[src/rtl/instruction_fetch_unit_pkg.sv]
// Shared definitions for the instruction fetch unit: data widths, the NOP
// used for out-of-range fetches, FSM encoding and the FIFO entry layout.
package instruction_fetch_unit_pkg;

  localparam int          XLEN      = 32;
  localparam logic [31:0] INSTR_NOP = 32'h0000_0013;
  localparam int          ENTRY_W   = XLEN * 2 + 1;

  typedef enum logic {
    ST_FETCH = 1'b0,
    ST_HALT  = 1'b1
  } fetch_state_t;

  typedef struct packed {
    logic [XLEN-1:0] pc;
    logic [XLEN-1:0] instr;
    logic            fault;
  } fetch_entry_t;

  // Force a byte address onto a word boundary.
  function automatic logic [XLEN-1:0] align_word(input logic [XLEN-1:0] addr);
    return {addr[XLEN-1:2], 2'b00};
  endfunction

endpackage

[src/rtl/instruction_fetch_unit_fetch_fifo.sv]
// Synchronous FIFO with flush. Flush dominates push and pop in the same cycle.
// DEPTH must be a power of two so the pointers wrap naturally.
module fetch_fifo #(
  parameter int WIDTH = 65,
  parameter int DEPTH = 2
) (
  input  logic                           clk,
  input  logic                           rst_n,
  input  logic                           i_push,
  input  logic [WIDTH-1:0]               i_wdata,
  input  logic                           i_pop,
  input  logic                           i_flush,
  output logic [WIDTH-1:0]               o_rdata,
  output logic                           o_full,
  output logic                           o_empty,
  output logic [$clog2(DEPTH+1)-1:0]     o_count
);

  localparam int PTR_W = $clog2(DEPTH);
  localparam int CNT_W = $clog2(DEPTH + 1);

  logic [WIDTH-1:0] r_mem [DEPTH];
  logic [PTR_W-1:0] r_wr_ptr;
  logic [PTR_W-1:0] r_rd_ptr;
  logic [CNT_W-1:0] r_count;
  logic             w_do_push;
  logic             w_do_pop;

  assign o_full    = (r_count == CNT_W'(DEPTH));
  assign o_empty   = (r_count == {CNT_W{1'b0}});
  assign o_count   = r_count;
  assign o_rdata   = r_mem[r_rd_ptr];
  // A pop frees a slot in the same cycle, so push into a full FIFO is legal with pop.
  assign w_do_pop  = i_pop & ~o_empty;
  assign w_do_push = i_push & (~o_full | w_do_pop);

  // Pointer, occupancy and storage update; flush empties without touching storage.
  always_ff @(posedge clk or negedge rst_n) begin
    if (!rst_n) begin
      r_wr_ptr <= {PTR_W{1'b0}};
      r_rd_ptr <= {PTR_W{1'b0}};
      r_count  <= {CNT_W{1'b0}};
      for (int i = 0; i < DEPTH; i++) begin
        r_mem[i] <= {WIDTH{1'b0}};
      end
    end else if (i_flush) begin
      r_wr_ptr <= {PTR_W{1'b0}};
      r_rd_ptr <= {PTR_W{1'b0}};
      r_count  <= {CNT_W{1'b0}};
    end else begin
      if (w_do_push) begin
        r_mem[r_wr_ptr] <= i_wdata;
        r_wr_ptr        <= r_wr_ptr + PTR_W'(1);
      end
      if (w_do_pop) begin
        r_rd_ptr <= r_rd_ptr + PTR_W'(1);
      end
      case ({w_do_push, w_do_pop})
        2'b10:   r_count <= r_count + CNT_W'(1);
        2'b01:   r_count <= r_count - CNT_W'(1);
        default: r_count <= r_count;
      endcase
    end
  end

endmodule

[src/rtl/instruction_fetch_unit.sv]
// Instruction fetch unit: owns the fetch PC, reads the combinational instruction
// memory, buffers {pc, instr, fault} toward decode and handles redirects.
// Fetching past the end of memory enqueues a faulting NOP and halts until redirected.
module instruction_fetch_unit
  import instruction_fetch_unit_pkg::*;
#(
  parameter logic [31:0] RESET_PC   = 32'h0000_0000,
  parameter int          FIFO_DEPTH = 2,
  parameter int          IMEM_WORDS = 64
) (
  input  logic        clk,
  input  logic        rst_n,
  output logic [31:0] imem_addr,
  input  logic [31:0] imem_instr,
  input  logic        redirect_valid,
  input  logic [31:0] redirect_pc,
  output logic        if_valid,
  input  logic        if_ready,
  output logic [31:0] if_pc,
  output logic [31:0] if_instr,
  output logic        if_fault,
  output logic        misalign_err
);

  localparam logic [31:0] IMEM_LIMIT = 32'(IMEM_WORDS * 4);

  fetch_state_t  r_state;
  logic [31:0]   r_fpc;
  logic          r_misalign;
  logic          w_full;
  logic          w_empty;
  logic          w_pop;
  logic          w_push;
  logic          w_out_of_range;
  fetch_entry_t  w_wentry;
  fetch_entry_t  w_head;
  logic [$clog2(FIFO_DEPTH+1)-1:0] w_count;

  assign imem_addr      = r_fpc;
  assign misalign_err   = r_misalign;
  assign w_out_of_range = (r_fpc >= IMEM_LIMIT);
  assign w_pop          = ~w_empty & if_ready & ~redirect_valid;
  assign w_push         = (r_state == ST_FETCH) & (~w_full | w_pop) & ~redirect_valid;

  // Build the entry to enqueue: out-of-range fetches become a faulting NOP.
  always_comb begin
    w_wentry.pc = r_fpc;
    if (w_out_of_range) begin
      w_wentry.instr = INSTR_NOP;
      w_wentry.fault = 1'b1;
    end else begin
      w_wentry.instr = imem_instr;
      w_wentry.fault = 1'b0;
    end
  end

  fetch_fifo #(
    .WIDTH (ENTRY_W),
    .DEPTH (FIFO_DEPTH)
  ) u_fifo (
    .clk     (clk),
    .rst_n   (rst_n),
    .i_push  (w_push),
    .i_wdata (w_wentry),
    .i_pop   (w_pop),
    .i_flush (redirect_valid),
    .o_rdata (w_head),
    .o_full  (w_full),
    .o_empty (w_empty),
    .o_count (w_count)
  );

  // Present the head entry to decode; all fields read zero while empty.
  always_comb begin
    if_valid = ~w_empty;
    if (w_empty) begin
      if_pc    = 32'h0000_0000;
      if_instr = 32'h0000_0000;
      if_fault = 1'b0;
    end else begin
      if_pc    = w_head.pc;
      if_instr = w_head.instr;
      if_fault = w_head.fault;
    end
  end

  // Fetch PC, FETCH/HALT state and misalign pulse; redirect overrides everything.
  always_ff @(posedge clk or negedge rst_n) begin
    if (!rst_n) begin
      r_fpc      <= RESET_PC;
      r_state    <= ST_FETCH;
      r_misalign <= 1'b0;
    end else if (redirect_valid) begin
      r_fpc      <= align_word(redirect_pc);
      r_state    <= ST_FETCH;
      r_misalign <= (redirect_pc[1:0] != 2'b00);
    end else begin
      r_misalign <= 1'b0;
      case (r_state)
        ST_FETCH: begin
          if (w_push && w_out_of_range) begin
            r_state <= ST_HALT;
          end else if (w_push) begin
            r_fpc <= r_fpc + 32'd4;
          end else begin
            r_fpc <= r_fpc;
          end
        end
        ST_HALT: r_state <= ST_HALT;
        default: r_state <= ST_FETCH;
      endcase
    end
  end

endmodule

[config.mk]
export PLATFORM = sky130hd
export DESIGN_NAME = instruction_fetch_unit
export DESIGN_NICKNAME = d
export VERILOG_FILES = /design/src/rtl/instruction_fetch_unit_pkg.sv /design/src/rtl/instruction_fetch_unit_fetch_fifo.sv /design/src/rtl/instruction_fetch_unit.sv
export SDC_FILE = /design/constraint.sdc
export NUM_CORES = 1
export LEC_CHECK = 0
export BUFFER_PORTS_ARGS = -buffer_cell sky130_fd_sc_hd__buf_2
export CORE_ASPECT_RATIO = 1.5
export CORE_MARGIN = 10
export CORE_UTILIZATION = 42
export CTS_BUF_LIST = sky130_fd_sc_hd__clkbuf_4
export DETAILED_ROUTE_END_ITERATION = 8
export PLACE_DENSITY = 0.64
export SLEW_MARGIN = 20
export SYNTH_ARGS = -nofsm -noshare
export SYNTH_HDL_FRONTEND = slang
export SYNTH_SLANG_ARGS = --single-unit
[constraint.sdc]
create_clock -name clk -period 2.6 [get_ports clk]
set_clock_uncertainty 0.2 [all_clocks]
set_input_delay 0.26 -clock clk [delete_from_list [all_inputs] [get_ports clk]]
set_output_delay 0.26 -clock clk [all_outputs]
set_load 0.05 [all_outputs]
* Word level (Yosys, flattened, before mapping)
Cells that the tools add are included.
Word-level totals: bits of input ports 68, register bits 168
Operators by class: add/sub/neg operators 5, magnitude comparators 4, equality and inequality tests 5, reduce and logical (&&, ||, !) cells 10, mux-type cells 24, bitwise operators 14
Operators by type and width (number):
- 65-bit two-way mux | 4
- 32-bit two-way mux | 6
- 130-bit bitwise mux | 1
- 65-bit demux with 1-bit select | 1
- 33-bit two-way mux | 1
- 32-bit by 3-bit adder with 32-bit output (second input constant) | 1
- 32-bit by 9-bit >= comparator with 1-bit output (second input constant) | 1
- 1-bit two-way mux | 8
- 2-bit nonzero test | 4
- 1-bit bitwise AND | 6
- 2-bit equality test (second input constant) | 2
- 2-bit >= comparator (second input constant) | 2
- 2-bit != test (second input constant) | 2
- 1-bit inverter | 4
- 1-bit inverter with 2-bit output | 2
- 2-bit one-hot mux with 2 select lines | 1
- 3-bit AND reduction | 1
- 3-bit nonzero test | 1
- 1-bit adder (second input constant) | 2
- 2-bit by 1-bit adder with 2-bit output (second input constant) | 1
- 2-bit by 1-bit equality test with 1-bit output (second input constant) | 1
- 1-bit logical AND | 2
- 2-bit logical NOT | 1
- 2-bit by 1-bit less-than comparator with 1-bit output (second input constant) | 1
- 5 further kinds | 6

* Depth between registers and ports, before layout
Gate-level depths: netlist of the first run.
depth after elaboration 11, depth in mapped cells 8, depth with buffers taken out 6

* Hierarchy
Synthesis of the first run repeated with hierarchy kept, for this count alone.
Second synthesis, totals: cells, all modules 631, area total of the unflattened synthesis 8355.5 um2
By module, submodules not included:
- fetch_fifo | cells an instance 371, area each 5953.2 um2, instances 1, seq. area each 3353.2 um2
- instruction_fetch_unit | cells an instance 260, area each 2402.3 um2, instances 1, seq. area each 800.8 um2

* Worst setup path after synthesis of the first run
OpenSTA, ideal clock, no wires.
path type flip-flop to output port, start register u_fifo.r_rd_ptr, end output port if_instr[0], data required time 2.140 ns, slack 0.238 ns, cell stages (with the launch flop) 5, arrival 1.902 ns, buffers on the path 2, path through dfrtp_1 > clkbuf_1 > buf_1 > mux2i_1 > nor2_1
Between the ends: word-level cells in the longest chain between the ends 5
Ends and longest elaborated chain:
- start, declared | RTL line instruction_fetch_unit_fetch_fifo.sv:24 | logic [PTR_W-1:0] r_rd_ptr;
- start signal, assigned | RTL line instruction_fetch_unit_fetch_fifo.sv:41 | r_rd_ptr <= {PTR_W{1'b0}};
- start signal, assigned | RTL line instruction_fetch_unit_fetch_fifo.sv:48 | r_rd_ptr <= {PTR_W{1'b0}};
- start signal, assigned | RTL line instruction_fetch_unit_fetch_fifo.sv:56 | r_rd_ptr <= r_rd_ptr + PTR_W'(1);
- 1-bit inverter with 2-bit output (not written as such) | RTL line instruction_fetch_unit_fetch_fifo.sv:32 | assign o_rdata = r_mem[r_rd_ptr];
- 65-bit two-way mux (not written as such) (3 in series) | RTL line instruction_fetch_unit_fetch_fifo.sv:32
- 32-bit two-way mux | RTL line instruction_fetch_unit.sv:76 | if (w_empty) begin
- end, declared | RTL line instruction_fetch_unit.sv:20 | output logic [31:0] if_instr,
No other way between the ends. The select of a mux whose other input is x is not followed.

* Worst setup path after layout of the first run
start register u_fifo.r_rd_ptr, end output port if_pc[13]
Between the ends: word-level cells in the longest chain between the ends 5
Ends and longest elaborated chain:
- 1-bit inverter with 2-bit output (not written as such) | RTL line instruction_fetch_unit_fetch_fifo.sv:32
- 65-bit two-way mux (not written as such) (3 in series) | RTL line instruction_fetch_unit_fetch_fifo.sv:32
- 32-bit two-way mux | RTL line instruction_fetch_unit.sv:76
- end, declared | RTL line instruction_fetch_unit.sv:19 | output logic [31:0] if_pc,
No other way between the ends. The select of a mux whose other input is x is not followed.

==> results of run 1 <==
## sequential cells by signal (all words and copies together) (netlist names)
register and flops:
r_state 1, misalign_err 1, u_fifo.r_wr_ptr 1, imem_addr 30
u_fifo.r_mem 126, u_fifo.o_count 2, u_fifo.r_rd_ptr 1
## worst max path at each step
stage                                  end       startpoint  depth (start not counted)
final                            if_pc[13]  u_fifo.r_rd_ptr                          4
after global routing      u_fifo.r_mem[18]    imem_addr[26]                          6
after CTS                        if_pc[13]  u_fifo.r_rd_ptr                          4
after detailed placement  u_fifo.r_mem[73]     imem_addr[8]                          5
after global placement     u_fifo.r_mem[4]     imem_addr[8]                          5
after floorplan                if_instr[0]  u_fifo.r_rd_ptr                          4
## power breakdown
group / switching (mW) / internal (mW)
clock network: 0.892 / 0.576
registers: 0.246 / 2.88
logic: 0.930 / 0.571
## cell type report
class	count	area, um^2
Antenna cell	2	5.00
Clock inverter	14	139
Inverter	36	135
Multi-Input combinational cell	484	3110
Sequential cell	162	4060
Tap cell	248	310
Timing Repair Buffer	263	1850
Clock buffer	18	135
Fill cell	1698	8350
## cell usage after synthesis (2+ instances only)
cell type | number | area share
sky130_fd_sc_hd__a211oi_1 | 2 | 0.0019
sky130_fd_sc_hd__a21o_1 | 2 | 0.0019
sky130_fd_sc_hd__a21oi_1 | 3 | 0.0019
sky130_fd_sc_hd__a311o_1 | 2 | 0.0026
sky130_fd_sc_hd__buf_1 | 6 | 0.0029
sky130_fd_sc_hd__buf_2 | 17 | 0.011
sky130_fd_sc_hd__buf_4 | 39 | 0.038
sky130_fd_sc_hd__buf_6 | 3 | 0.0043
sky130_fd_sc_hd__clkbuf_1 | 21 | 0.010
sky130_fd_sc_hd__dfrtp_1 | 162 | 0.52
sky130_fd_sc_hd__ha_1 | 2 | 0.0032
sky130_fd_sc_hd__inv_1 | 36 | 0.017
sky130_fd_sc_hd__mux2_2 | 49 | 0.071
sky130_fd_sc_hd__mux2i_1 | 64 | 0.082
sky130_fd_sc_hd__nand2_1 | 159 | 0.077
sky130_fd_sc_hd__nand2b_1 | 2 | 0.0016
sky130_fd_sc_hd__nand3_1 | 3 | 0.0019
sky130_fd_sc_hd__nand4_1 | 2 | 0.0016
sky130_fd_sc_hd__nor2_1 | 71 | 0.034
sky130_fd_sc_hd__nor2b_1 | 3 | 0.0024
sky130_fd_sc_hd__nor3_1 | 4 | 0.0026
sky130_fd_sc_hd__nor4_1 | 8 | 0.0064
sky130_fd_sc_hd__o21ai_0 | 18 | 0.012
sky130_fd_sc_hd__o311a_1 | 3 | 0.0039
sky130_fd_sc_hd__o31ai_1 | 61 | 0.059
sky130_fd_sc_hd__or3b_2 | 2 | 0.0023
sky130_fd_sc_hd__or4_1 | 2 | 0.0019
sky130_fd_sc_hd__xor2_1 | 2 | 0.0023
## critical path, stage by stage (launching register included)
cell	delay, ps
sky130_fd_sc_hd__dfrtp_4	570
sky130_fd_sc_hd__buf_12	210
sky130_fd_sc_hd__mux2i_1	140
sky130_fd_sc_hd__nor2_1	160
sky130_fd_sc_hd__buf_2	300
## cell usage in the layout, fill, tap and decap left out, types with 3 or more instances in the layout
cell,netlist,routed
sky130_fd_sc_hd__clkinv_4,0,4
sky130_fd_sc_hd__a21oi_1,3,3
sky130_fd_sc_hd__nand2_1,159,159
sky130_fd_sc_hd__buf_6,3,3
sky130_fd_sc_hd__nor2b_1,3,3
sky130_fd_sc_hd__mux2i_1,64,64
sky130_fd_sc_hd__o31ai_1,61,61
sky130_fd_sc_hd__nand3_1,3,3
sky130_fd_sc_hd__inv_1,36,36
sky130_fd_sc_hd__dfrtp_1,162,161
sky130_fd_sc_hd__conb_1,1,4
sky130_fd_sc_hd__dlygate4sd3_1,0,72
sky130_fd_sc_hd__nor4_1,8,5
sky130_fd_sc_hd__buf_2,17,161
sky130_fd_sc_hd__buf_4,39,20
sky130_fd_sc_hd__nor2_1,71,70
sky130_fd_sc_hd__clkbuf_4,0,18
sky130_fd_sc_hd__o21ai_0,18,18
sky130_fd_sc_hd__mux2_2,49,49
sky130_fd_sc_hd__o311a_1,3,3
sky130_fd_sc_hd__clkinv_2,0,4
sky130_fd_sc_hd__nor3_1,4,4
sky130_fd_sc_hd__buf_12,0,7
## metrics by stage
step                      setup TNS (ps)  instances   util
after floorplan                        0        769      -
after global placement             -5100       1116  0.479
after detailed placement           -6800       1116  0.479
after CTS                              0       1221  0.535
after global routing                   0       1227  0.539
final                                  0       1227  0.539
## routing by layer
metal  global-route usage  vias to the layer above
met1                0.194                     2920
met3               0.0473                       23
met5                    0                        -
met4               0.0532                        0
met2                0.293                      146
li1                     -                     2953
## repair_timing
action                                  in CTS  in global routing
resized for setup                            1                  4
hold endpoints to repair                   261                  0
hold buffers                                72                  0
setup buffers                                1                  4
pin swaps                                    0                  1
endpoints found under the setup margin      73                 29
gates cloned                                 0                  0
## logic make-up after synthesis
logic type / Yosys count / synth area share
fa+ha+maj: 2 / 0.00322
other cells: 1 / 0.000482
compound gates: 98 / 0.0932
xor+xnor: 2 / 0.00225
mux: 113 / 0.153
flops: 162 / 0.521
buf+inv: 123 / 0.0851
simple gates: 265 / 0.141
==> metrics.log, run 1 <==
INFO  metric port-buffer-count = 162
INFO  metric clk_root_buffer_cell = sky130_fd_sc_hd__clkbuf_4
INFO  metric slew_headroom = 0.579
INFO  metric synthesis.area = 7770 um^2
INFO  metric reg2reg_slack = 230 ps
INFO  metric report.power.total = 6.09 mW
INFO  metric htreeDepth = 4
INFO  metric uppermost_metal_layer_occupied_by_signal_nets = met4
INFO  metric placed_area = 8670 um^2
INFO  metric count_of_flip_flops_with_a_built_in_enable_after_synthesis = 0
INFO  metric async_flop_share = 1.00
INFO  metric ys.warnings.count = 0
INFO  metric cts.sink_count = 162
INFO  metric gr-usage-all-layers = 0.169
INFO  metric irDropWorstVdd = 369 uV
INFO  metric drv.max_cap_violation_count = 0
INFO  metric timing.final.crit_share = 0.919
INFO  metric worstPathRequired = 2140 ps
INFO  metric detailroute.via_count = 6,042
INFO  metric drt-total-wl = 20.5 mm
INFO  metric timing.hold.ws = 76.7 ps
INFO  metric slew_at_the_pin_closest_to_its_max_slew_limit = 632 ps
INFO  metric met2RoutedLength = 10.6 mm
INFO  metric die_area = 24,500 um^2
INFO  metric fin_area = 9750 um^2
INFO  metric pre_cts_ws = -155 ps
INFO  metric r2r-start = imem_addr[2]
INFO  metric vias_per_cell = 4.92
INFO  metric clk-insertion-delay-late = 540 ps
INFO  metric iter_0_drt_violations = 268
INFO  metric wl_per_cell = 16.7 um
INFO  metric synth_flop_cell = sky130_fd_sc_hd__dfrtp_1
INFO  metric layout_min_cycle_time = 2390 ps
INFO  metric crit_path_start_kind = flip-flop
INFO  metric globalplace.congestion = 0.797
INFO  metric core_area = 18,100 um^2
INFO  metric drv_slew = 0
INFO  metric chipHeight = 187 um
INFO  metric setup_viol = 0
INFO  metric area_delta_synth_final = 25.3%
INFO  metric p_leak = 4.67 nW
INFO  metric dp_hpwl = 13.8 mm
INFO  metric powerDensity = 625 nW/um^2
INFO  metric grt_start_max_net_pins = 90
INFO  metric global_route.overflow_total = 0
INFO  metric synth.ff_latch_count = 162
INFO  metric grt_pass1_wl = 33.0 mm
INFO  metric wirelength_met1 = 8.20 mm
INFO  metric worstReg2RegEnd = u_fifo.r_mem[81]
INFO  metric ioPinCount = 167
INFO  metric routed_antenna_nets = 0
INFO  metric number_of_antenna_violations_at_the_first_check_in_global_routing = 2
INFO  metric rsz_0062_raised_after_global_routing = false
INFO  metric worstSetupEndpointType = output pin
INFO  metric arrival = 1930 ps
INFO  metric timing.critical_path.fanout_max = 27
INFO  metric avgSynthCellArea = 10.2 um^2
INFO  metric post_synthesis_cell_count = 766
INFO  metric reg2reg_path_depth = 7
INFO  metric synthDistinctLibCells = 46
INFO  metric via_count_of_the_first_global_routing_pass = 6,375
INFO  metric ys_seq_area_frac = 0.521
INFO  metric rows = 60
INFO  metric crit_type = flip-flop to output pin
INFO  metric initial_core_util = 0.430
INFO  metric max_freq = 419 MHz
INFO  metric cts_tree = built
INFO  metric tritonroute_pass_1_iters = 4
INFO  metric hold_viol_final = 0
INFO  metric drive_gt1_frac = 0.289
INFO  metric result_of_the_run = finished clean
INFO  metric clkSlewWorstSetupHoldPaths = 130 ps
INFO  metric min-delay-path-class = primary input to async pin
INFO  metric final_nets = 1,034
INFO  metric detailroute.wirelength.met3 = 1.36 mm
INFO  metric cts.path.max_buffers = 2
INFO  metric residual_drc_count = 0
INFO  metric numCtsBuffers = 17
INFO  metric floorplan.die.width = 131 um
INFO  metric fin_worst_setup_slack = 212 ps
Note: power is estimated with default switching activity, not from simulation.
==> run 2: changes to the inputs <==
--- a/config.mk
+++ b/config.mk
@@ -8,11 +8,12 @@
 export BUFFER_PORTS_ARGS = -buffer_cell sky130_fd_sc_hd__buf_2
 export CORE_ASPECT_RATIO = 1.5
 export CORE_MARGIN = 10
-export CORE_UTILIZATION = 42
+export CORE_UTILIZATION = 40
 export CTS_BUF_LIST = sky130_fd_sc_hd__clkbuf_4
 export DETAILED_ROUTE_END_ITERATION = 8
-export PLACE_DENSITY = 0.64
+export PLACE_DENSITY = 0.61
 export SLEW_MARGIN = 20
 export SYNTH_ARGS = -nofsm -noshare
 export SYNTH_HDL_FRONTEND = slang
+export SYNTH_HIERARCHICAL = 1
 export SYNTH_SLANG_ARGS = --single-unit
==> run 2 against run 1 <==
Against the previous run:
- power is 3.2% higher
- non-clock buffer count is 9 lower
- critical path depth unchanged
- routed wire length hardly changed
- critical path type unchanged
- critical endpoint is now if_pc[8]
- largest power group unchanged
==> metrics.log, run 2 <==
INFO  metric result_of_the_run = finished clean (unchanged)
INFO  metric routed_antenna_nets = 0 (unchanged)
INFO  metric slew_at_the_pin_closest_to_its_max_slew_limit = 628 ps (was 632 ps)
INFO  metric setup_viol = 0 (unchanged)
INFO  metric cts_tree = built (unchanged)
INFO  metric vias_per_cell = 4.98 (was 4.92)
INFO  metric max_freq = 399 MHz (was 419 MHz)
INFO  metric initial_core_util = 0.408 (was 0.430)
INFO  metric core_area = 20,500 um^2 (was 18,100 um^2)
INFO  metric met1_usage = 0.168 (was 0.194)
INFO  metric slew_headroom = 0.581 (was 0.579)
INFO  metric worstReg2RegEnd = u_fifo/r_mem[28] (was u_fifo.r_mem[81])
INFO  metric synthDistinctLibCells = 41 (was 46)
INFO  metric avgSynthCellArea = 13.2 um^2 (was 10.2 um^2)
INFO  metric pre_cts_ws = 110 ps (was -155 ps)
INFO  metric grt_pass1_wl = 33.6 mm (was 33.0 mm)
INFO  metric synth.most_common_cell = sky130_fd_sc_hd__mux2_2 (was sky130_fd_sc_hd__dfrtp_1)
INFO  metric globalplace.congestion = 0.781 (was 0.797)
INFO  metric synth_flop_cell = sky130_fd_sc_hd__dfrtp_1 (unchanged)
INFO  metric min-delay-path-class = primary input to async pin (unchanged)
INFO  metric reg2reg_slack = 150 ps (was 230 ps)
INFO  metric drv.max_cap_violation_count = 0 (unchanged)
INFO  metric drt-total-wl = 20.5 mm (about the same)
INFO  metric numCtsBuffers = 17 (unchanged)
INFO  metric reg2reg_path_depth = 9 (was 7)
INFO  metric global_route.overflow_total = 0 (unchanged)
INFO  metric area_delta_synth_final = 24.2% (was 25.3%)
INFO  metric final_nets = 910 (was 1,034)
INFO  metric globalRoute.busiestLayer = met2 (unchanged)
INFO  metric groute.layer.met2.usage = 0.274 (was 0.293)
INFO  metric post_synthesis_cell_count = 631 (was 766)
INFO  metric async_flop_share = 1.00 (unchanged)
INFO  metric most-common-layout-cells = sky130_fd_sc_hd__mux2_2, sky130_fd_sc_hd__dfrtp_1, sky130_fd_sc_hd__buf_2 (was sky130_fd_sc_hd__dfrtp_1, sky130_fd_sc_hd__buf_2, sky130_fd_sc_hd__nand2_1)
INFO  metric most_frequent_cells_after_synthesis = sky130_fd_sc_hd__mux2_2, sky130_fd_sc_hd__dfrtp_1, sky130_fd_sc_hd__nor2b_1, sky130_fd_sc_hd__mux2_4, sky130_fd_sc_hd__buf_4 (was sky130_fd_sc_hd__dfrtp_1, sky130_fd_sc_hd__nand2_1, sky130_fd_sc_hd__nor2_1, sky130_fd_sc_hd__mux2i_1, sky130_fd_sc_hd__o31ai_1)
INFO  metric post_cts_setup_buffer_count = 0 (was 1)
INFO  metric arrival = 2050 ps (was 1930 ps)
INFO  metric flip_flop_count_of_the_largest_register_after_layout = 130 (was 126)
INFO  metric clk_root_buffer_cell = sky130_fd_sc_hd__clkbuf_4 (unchanged)
INFO  metric synthTopCellsByArea = sky130_fd_sc_hd__dfrtp_1, sky130_fd_sc_hd__mux2_2, sky130_fd_sc_hd__mux2_4, sky130_fd_sc_hd__nor2b_1, sky130_fd_sc_hd__buf_4 (was sky130_fd_sc_hd__dfrtp_1, sky130_fd_sc_hd__mux2i_1, sky130_fd_sc_hd__nand2_1, sky130_fd_sc_hd__mux2_2, sky130_fd_sc_hd__o31ai_1)
INFO  metric rows = 64 (was 60)
INFO  metric floorplan.die.width = 138 um (was 131 um)
INFO  metric cts.sink_count = 166 (was 162)
INFO  metric number_of_antenna_violations_at_the_first_check_in_global_routing = 2 (unchanged)
INFO  metric chipHeight = 197 um (was 187 um)
INFO  metric timing.critical_path.max_delay_family = buffers and inverters (was flip-flops)
INFO  metric irDropWorstVdd = 244 uV (was 369 uV)
INFO  metric ioPinCount = 167 (unchanged)
INFO  metric fin_worst_setup_slack = 90.7 ps (was 212 ps)
INFO  metric drv_slew = 0 (unchanged)
INFO  metric powerDensity = 605 nW/um^2 (was 625 nW/um^2)
INFO  metric layout_min_cycle_time = 2510 ps (was 2390 ps)
INFO  metric dp_hpwl = 13.8 mm (about the same)
INFO  metric crit_path_start_kind = flip-flop (unchanged)
INFO  metric worstSetupEndpointType = output pin (unchanged)
INFO  metric synthesis.area = 8360 um^2 (was 7770 um^2)
INFO  metric synth_top_area_frac = 0.497 (was 0.521)
INFO  metric cts.path.max_buffers = 2 (unchanged)
INFO  metric timing.final.crit_share = 0.965 (was 0.919)
INFO  metric detailroute.via_count = 5,572 (was 6,042)
INFO  metric clkSlewWorstSetupHoldPaths = 140 ps (was 130 ps)
INFO  metric via_count_of_the_first_global_routing_pass = 6,304 (was 6,375)
INFO  metric hold_viol_final = 0 (unchanged)
INFO  metric count_of_flip_flops_with_a_built_in_enable_after_synthesis = 0 (unchanged)
INFO  metric grt_start_max_net_pins = 68 (was 90)
INFO  metric die_area = 27,200 um^2 (was 24,500 um^2)
INFO  metric ys.warnings.count = 6 (was 0)
INFO  metric slowest_stage = sky130_fd_sc_hd__dfrtp_2 (was sky130_fd_sc_hd__dfrtp_4)
INFO  metric r2r-start = u_fifo/o_count[1] (was imem_addr[2])
INFO  metric worstPathRequired = 2140 ps (about the same)
INFO  metric layout_commonest_cell = sky130_fd_sc_hd__mux2_2
INFO  metric rsz_0062_raised_after_global_routing = true (was false)
INFO  metric clk-insertion-delay-late = 580 ps (was 540 ps)
INFO  metric tritonroute_pass_1_iters = 4 (unchanged)
INFO  metric synth.ff_latch_count = 166 (was 162)
INFO  metric cp_cell_sequence = buf_12 > mux2_2 > nor2b_1 > buf_2 (was buf_12 > mux2i_1 > nor2_1 > buf_2)
INFO  metric tns = 0 ps (unchanged)
INFO  metric registers.top_by_ff_count = u_fifo/r_mem (was u_fifo.r_mem)
INFO  metric htreeDepth = 4 (unchanged)
INFO  metric timing.critical_path.buf_inv = 2 (unchanged)
INFO  metric gr-usage-met3 = 0.0399 (was 0.0473)
INFO  metric netlist.top_cell.by_area = sky130_fd_sc_hd__dfrtp_1 (unchanged)
INFO  metric port-buffer-count = 164 (was 162)
INFO  metric iter_0_drt_violations = 149 (was 268)
INFO  metric worst_path_largest_cell_delay = 410 ps (was 570 ps)
INFO  metric ys_seq_area_frac = 0.497 (was 0.521)
INFO  metric num-fill-cells = 1,849 (was 1,698)
INFO  metric residual_drc_count = 0 (unchanged)
INFO  metric timing.critical_path.fanout_max = 47 (was 27)
INFO  metric drive_gt1_frac = 0.529 (was 0.289)
INFO  metric crit_type = flip-flop to output pin (unchanged)
INFO  metric gr-usage-all-layers = 0.152 (was 0.169)
INFO  metric p_leak = 4.98 nW (was 4.67 nW)
INFO  metric wl_per_cell = 18.4 um (was 16.7 um)
[run 2: cell types whose count changed after synthesis, sizes merged, moves of 57 or more]
| cell | delta |
|---|---|
| mux2 | +169 |
| nand2 | -153 |
| nor2b | +65 |
| mux2i | -63 |
| nor2 | -60 |
| o31ai | -57 |
[run 2: cell families (layout without fill, tap and decap cells)]
family | after synthesis | in the layout | synth area share
AO/OA/AOI/OAI | 23 | 23 | 0.0195
XOR/XNOR | 1 | 1 | 0.00105
adder cells (fa/ha/maj) | 2 | 2 | 0.00299
buffers and inverters | 78 | 295 | 0.0581
flip-flops | 166 | 166 | 0.497
multiplexers | 219 | 219 | 0.313
other | 1 | 8 | 0.000449
AND/OR/NAND/NOR | 141 | 141 | 0.108
[run 2: worst max path at each step]
| stage | startpoint | to | slack (ps) | cells past startpoint |
|---|---|---|---|---|
| after global placement | u_fifo/o_count[0] | u_fifo/r_mem[17] | 150 | 9 |
| after CTS | u_fifo/r_rd_ptr | if_pc[25] | 10 | 4 |
| after detailed placement | u_fifo/o_count[0] | u_fifo/r_mem[19] | 110 | 9 |
| after global routing | u_fifo/r_rd_ptr | if_pc[30] | -40 | 4 |
| after floorplan | u_fifo/o_count[1] | u_fifo/r_mem[110] | 20 | 8 |
| final | u_fifo/r_rd_ptr | if_pc[8] | 90 | 4 |
[run 2: per-stage QoR]
stage          area [um^2]  hold WS, ps  total power, mW  utilization  cells
2_1_floorplan         8390         -236             4.30            -    636
3_3_place_gp          9370          101             4.60        0.457   1018
3_5_place_dp          9370          110             4.66        0.457   1018
4_1_cts              10300         8.09             6.38        0.504   1116
5_1_grt              10400         60.9             6.63        0.506   1118
6_report             10400         35.6             6.29        0.506   1119
[run 2: routing by layer]
layer / share of wire / vias to the layer above
met5: 0 / -
met4: 0.020 / 0
met3: 0.044 / 24
met2: 0.53 / 138
met1: 0.41 / 2835
li1: - / 2575
[run 2: final cells by class]
cell class / instances / area [um^2] / area share
tap: 264 / 330 / 0.0318
inverter: 9 / 33.8 / 0.00325
multi-input combinational: 392 / 3760 / 0.363
sequential: 166 / 4160 / 0.400
clock buffer: 17 / 128 / 0.0123
clock inverter: 15 / 178 / 0.0171
timing repair buffer: 254 / 1790 / 0.172
antenna: 2 / 5.00 / 0.000482
[run 2: where the power goes]
group | internal, mW | total (mW) | switching [mW]
Combinational | 0.712 | 1.49 | 0.775
Sequential | 2.95 | 3.18 | 0.237
Clock | 0.671 | 1.62 | 0.945
[run 2: worst register-to-register path, cell delays in order, from the launching register on]
cell                        delay [ps]
sky130_fd_sc_hd__dfrtp_1           440
sky130_fd_sc_hd__nor2_4             70
sky130_fd_sc_hd__nor3b_4           200
sky130_fd_sc_hd__o21ai_1           120
sky130_fd_sc_hd__nor2_2            150
sky130_fd_sc_hd__buf_4             130
sky130_fd_sc_hd__nand2_1            70
sky130_fd_sc_hd__nor3_4            280
sky130_fd_sc_hd__clkbuf_16         300
sky130_fd_sc_hd__mux2_2            360
[run 2: repair_timing]
action                                  in CTS  in global routing
endpoints found under the setup margin      66                124
pin swaps                                    0                  0
resized for setup                            2                  8
hold buffers                                66                  0
gates cloned                                 0                  1
hold endpoints to repair                   264                  0
